$ cat src/rtl/shift_reg_universal.sv
// Universal shift register: parallel load, logical/arithmetic shifts, rotates and
// clear, with serial I/O on both ends and a saturating shift counter.
module shift_reg_universal #(
    parameter int WIDTH   = 8,
    parameter bit EDGE_EN = 1'b0,
    parameter int CNT_W   = $clog2(WIDTH + 1)
) (
    input  logic             i_CLK,
    input  logic             i_RST_N,
    input  logic             i_EN,
    input  logic [2:0]       i_MODE,
    input  logic [WIDTH-1:0] i_DATA,
    input  logic             i_SER_L,
    input  logic             i_SER_R,
    output logic [WIDTH-1:0] o_DATA,
    output logic             o_SER_L,
    output logic             o_SER_R,
    output logic [CNT_W-1:0] o_CNT,
    output logic             o_DONE
);

    localparam logic [2:0] MODE_HOLD = 3'b000;
    localparam logic [2:0] MODE_LOAD = 3'b001;
    localparam logic [2:0] MODE_SHL  = 3'b010;
    localparam logic [2:0] MODE_SHR  = 3'b011;
    localparam logic [2:0] MODE_ROL  = 3'b100;
    localparam logic [2:0] MODE_ROR  = 3'b101;
    localparam logic [2:0] MODE_ASR  = 3'b110;
    localparam logic [2:0] MODE_CLR  = 3'b111;

    localparam logic [CNT_W-1:0] CNT_MAX = CNT_W'(WIDTH);
    localparam logic [CNT_W-1:0] CNT_ONE = CNT_W'(1);

    logic [WIDTH-1:0] data_q;
    logic [WIDTH-1:0] data_d;
    logic [CNT_W-1:0] cnt_q;
    logic [CNT_W-1:0] cnt_d;
    logic             qen;

    // In edge mode an operation fires only on the cycle i_EN goes from low to high.
    generate
        if (EDGE_EN) begin : g_edge
            logic en_q;

            always_ff @(posedge i_CLK or negedge i_RST_N) begin
                if (!i_RST_N) begin
                    en_q <= 1'b0;
                end else begin
                    en_q <= i_EN;
                end
            end

            assign qen = i_EN & ~en_q;
        end else begin : g_level
            assign qen = i_EN;
        end
    endgenerate

    function automatic logic [WIDTH-1:0] data_next(
        input logic [WIDTH-1:0] cur,
        input logic [2:0]       mode,
        input logic [WIDTH-1:0] load,
        input logic             ser_l,
        input logic             ser_r
    );
        logic signed [WIDTH-1:0] cur_s;
        cur_s = cur;
        case (mode)
            MODE_HOLD: data_next = cur;
            MODE_LOAD: data_next = load;
            MODE_SHL:  data_next = {cur[WIDTH-2:0], ser_r};
            MODE_SHR:  data_next = {ser_l, cur[WIDTH-1:1]};
            MODE_ROL:  data_next = {cur[WIDTH-2:0], cur[WIDTH-1]};
            MODE_ROR:  data_next = {cur[0], cur[WIDTH-1:1]};
            MODE_ASR:  data_next = cur_s >>> 1;
            MODE_CLR:  data_next = '0;
            default:   data_next = cur;
        endcase
    endfunction

    // Every shift or rotate counts; the count sticks at WIDTH until a load or clear.
    function automatic logic [CNT_W-1:0] count_next(
        input logic [CNT_W-1:0] cur,
        input logic [2:0]       mode
    );
        case (mode)
            MODE_HOLD:           count_next = cur;
            MODE_LOAD, MODE_CLR: count_next = '0;
            default:             count_next = (cur == CNT_MAX) ? cur : cur + CNT_ONE;
        endcase
    endfunction

    always_comb begin
        data_d = data_q;
        cnt_d  = cnt_q;
        if (qen) begin
            data_d = data_next(data_q, i_MODE, i_DATA, i_SER_L, i_SER_R);
            cnt_d  = count_next(cnt_q, i_MODE);
        end
    end

    always_ff @(posedge i_CLK or negedge i_RST_N) begin
        if (!i_RST_N) begin
            data_q <= '0;
            cnt_q  <= '0;
        end else begin
            data_q <= data_d;
            cnt_q  <= cnt_d;
        end
    end

    assign o_DATA  = data_q;
    assign o_SER_L = data_q[WIDTH-1];
    assign o_SER_R = data_q[0];
    assign o_CNT   = cnt_q;
    assign o_DONE  = (cnt_q == CNT_MAX);

endmodule

$ cat config.mk
export PLATFORM = sky130hd
export DESIGN_NAME = shift_reg_universal
export DESIGN_NICKNAME = d
export VERILOG_FILES = /design/src/rtl/shift_reg_universal.sv
export SDC_FILE = /design/constraint.sdc
export NUM_CORES = 1
export LEC_CHECK = 0
export ABC_AREA = 1
export CAP_MARGIN = 10
export CORE_ASPECT_RATIO = 1.2
export CORE_MARGIN = 2
export CORE_UTILIZATION = 35
export DETAILED_ROUTE_END_ITERATION = 8
export PLACE_DENSITY = 0.65
export SLEW_MARGIN = 20
export SYNTH_ARGS = -nofsm -noshare
export SYNTH_HDL_FRONTEND = slang
export SYNTH_SLANG_ARGS = --single-unit
$ cat constraint.sdc
create_clock -name i_CLK -period 1.69 [get_ports i_CLK]
set_clock_uncertainty 0.1 [all_clocks]
set_input_delay 0.4225 -clock i_CLK [delete_from_list [all_inputs] [get_ports i_CLK]]
set_output_delay 0.4225 -clock i_CLK [all_outputs]
set_load 0.02 [all_outputs]
==> key figures <==
Route
  – Number of routed nets with antenna violations: 0
  – DRT Pass-1 Iters: 4
  – Vias: 969
  – Met3 wire length: 93 um
  – DR top layer: met4
  – Vias/cell: 4.68
  – Initial DRC count: 16
  – DRC: 0
  – Total Wirelength: 2.21 mm
  – Routed length on met1: 1.02 mm
  – Routed wl met2: 1.07 mm
  – WL/cell: 10.7 um

Clock tree
  – CTS tree: done
  – Longest Clk Path Bufs: 2
  – CTS H-Tree Depth: 1
  – Clk_lat worst skew: 0.28 ns
  – Hold Buf Count CTS: 0
  – CTS sink count: 12
  – CTS Buf Count: 3
  – Root Driver: clkbuf_4
  – Clk pin slew, worst setup/hold paths: 0.08 ns

Synth
  – Post-Synthesis Cells: 132
  – Top cells by count, synth: 56 x nand2_1, 20 x nor2_1, 13 x nand3_1
  – Async SR Flop Fraction: 1.00
  – Synth Flop Type: dfrtp_1
  – Sequential area share after synthesis: 0.353
  – Yosys top cell by area: dfrtp_1
  – Unique masters post-synth: 18
  – Yosys warns: 0
  – Synthesized area: 850 sq um
  – Syn Nets: 150
  – Ranking of synthesized cells by area: dfrtp_1 35%, nand2_1 25%, nor2_1 8.8%
  – Yosys reg bits: 12
  – Most frequent cell after synthesis: nand2_1
  – Syn Area/Cell: 6.44 sq um
  – Post-synth top area share: 0.353
  – EDFF count, synth: 0

Run
  – Max cap viols: 0

GRT
  – GRT overflow: 0
  – Total GRT Usage: 0.171
  – Largest net degree at the start of global routing: 15
  – Initial antenna violation count: 0
  – First-pass GRT wire length: 3.74 mm
  – Vias in the first global route: 879

Setup path
  – Setup crit end kind: output port
  – CP Class: flip-flop to output port
  – Crit-path max FO: 2
  – Critical path arrival: 1.17 ns
  – Worst path required time: 1.17 ns
  – Startpoint Class: flip-flop

Timing
  – Final WS setup: -0.00000488 ns
  – Final slew viol count: 0
  – Tightest Pin Transition: 0.263 ns
  – Hold slack final: 0.338 ns
  – Worst rel slew slack: 0.824
  – Hold Vio Cnt, Final: 0
  – Setup_tns: -0.00000488 ns
  – Fmax achieved: 592 MHz
  – Final Setup Violations: 1
  – RSZ-0062 raised after global routing: yes
  – Tcrit/Tclk final: 1.00
  – Fin crit period: 1.69 ns

Power and ir drop
  – Switching power: 0.000497 W
  – Net Sw Frac: 0.392
  – Comb power frac: 0.486
  – Sequential share of power: 0.329
  – Leakage: 0.754 nW
  – Clock power share: 0.185
  – Power per cell area: 938 nW/um^2
  – Final Power: 0.00127 W
  – Worst vdd ir: 0.762 mV
  – Int Power: 0.000772 W

Die
  – Cell Rows: 19
  – Chip Height: 58.0 um
  – Die area: 2840 sq um
  – Placeable Area: 2310 sq um
  – Die Wd: 49.0 um
  – Initial core utilization: 0.368
  – I/O Pins: 31

Layout
  – Proportion of layout cells with a drive suffix above 1: 0.205
  – Layout fillers: 239
  – Register area: 300 sq um
  – Cell Count, Final, Fillers Out: 207
  – Antenna diode count: 0
  – Final nets: 195
  – Final instance area: 1350 sq um
  – Area grow syn2layout: 59.4%
  – Multi-input gate area: 510 sq um

Status
  – Failing checks: setup timing
  – Status: complete, but fails checks

Placed design
  – GP Congestion: 0.853
  – Number of port buffers: 30
  – Placed cells: 202
  – Hpwl dp: 1.70 mm
  – DP Area: 1300 sq um

Worst hold path
  – Hold Crit Class: input pin to async pin
[state kept, by name, indices dropped and copies added (netlist names)]
name,count
o_DATA,8
o_CNT,4
[timing repair]
| action | in CTS | in global routing |
|---|---|---|
| endpoints found under the hold margin | 0 | 0 |
| buffers inserted | 0 | 1 |
| pin swaps | 0 | 2 |
| gates resized for setup | 19 | 17 |
| endpoints found under the setup margin | 15 | 8 |
[cells by family after synthesis]
group | share of synthesized area
AOI/OAI and AO/OA | 0.0324
xor gates and xnor gates | 0.0206
adders and majority gates | 0.0295
buffers and inverters | 0.0810
DFF | 0.353
and+or+nand+nor | 0.483
[path summary, 6_finish.rpt]
check	start	end	slack, ns	depth (start not counted)
max	o_CNT[1]	o_DONE	-0.000005	5
min	i_RST_N	o_DATA[4]	0.34	2
max reg2reg	o_CNT[1]	o_CNT[3]	0.13	11
min reg2reg	o_DATA[4]	o_DATA[4]	0.44	2
max in group asynchronous	i_RST_N	o_DATA[7]	0.99	2
min in group i_CLK	o_DATA[4]	o_DATA[4]	0.44	2
[area by class of cell]
| type | instances | share of cell area |
|---|---|---|
| repair buffers | 45 | 0.321 |
| clock buffers | 4 | 0.0268 |
| flip-flops and latches | 12 | 0.222 |
| well taps | 31 | 0.0287 |
| inverters | 9 | 0.0250 |
| multi-input cells | 106 | 0.377 |
[power by group through the flow]
stage               clock, W  sequential, W  combinational [W]
floorplan                  0       0.000503           0.000215
global placement           0       0.000410           0.000616
detailed placement         0       0.000412           0.000626
CTS                 0.000243       0.000406           0.000575
global route        0.000250       0.000426           0.000689
finish              0.000235       0.000417           0.000617
[metal layers]
layer  global-route usage  vias up
met5                    0        -
met3               0.0206        4
met2                0.268       24
met4               0.0857        0
li1                     -      499
met1                0.234      442
[worst max-delay path: stages (launching register included)]
cell     delay, ns
dfrtp_1       0.40
inv_2         0.08
ha_4          0.14
nand2_4       0.05
nor2_4        0.11
buf_6         0.12
[cell usage in the layout, fill, tap and decap left out, types with 4 or more instances in the layout]
cell type,synthesis,layout
dfrtp_1,12,12
nor2_1,20,19
clkdlybuf4s50_1,0,13
inv_1,6,4
nand3_1,13,13
o21ai_1,4,4
nand2_1,56,54
dlygate4sd2_1,0,10
inv_2,3,5
buf_4,4,12
[through the flow]
stage,setup slack (ns),util
finish,-0.00000488,0.587
global route,-0.0532,0.587
CTS,-0.0513,0.570
global placement,-0.199,0.563
floorplan,0.0942,-
detailed placement,-0.220,0.563
No activity file was read; power rests on OpenSTA's default activity.
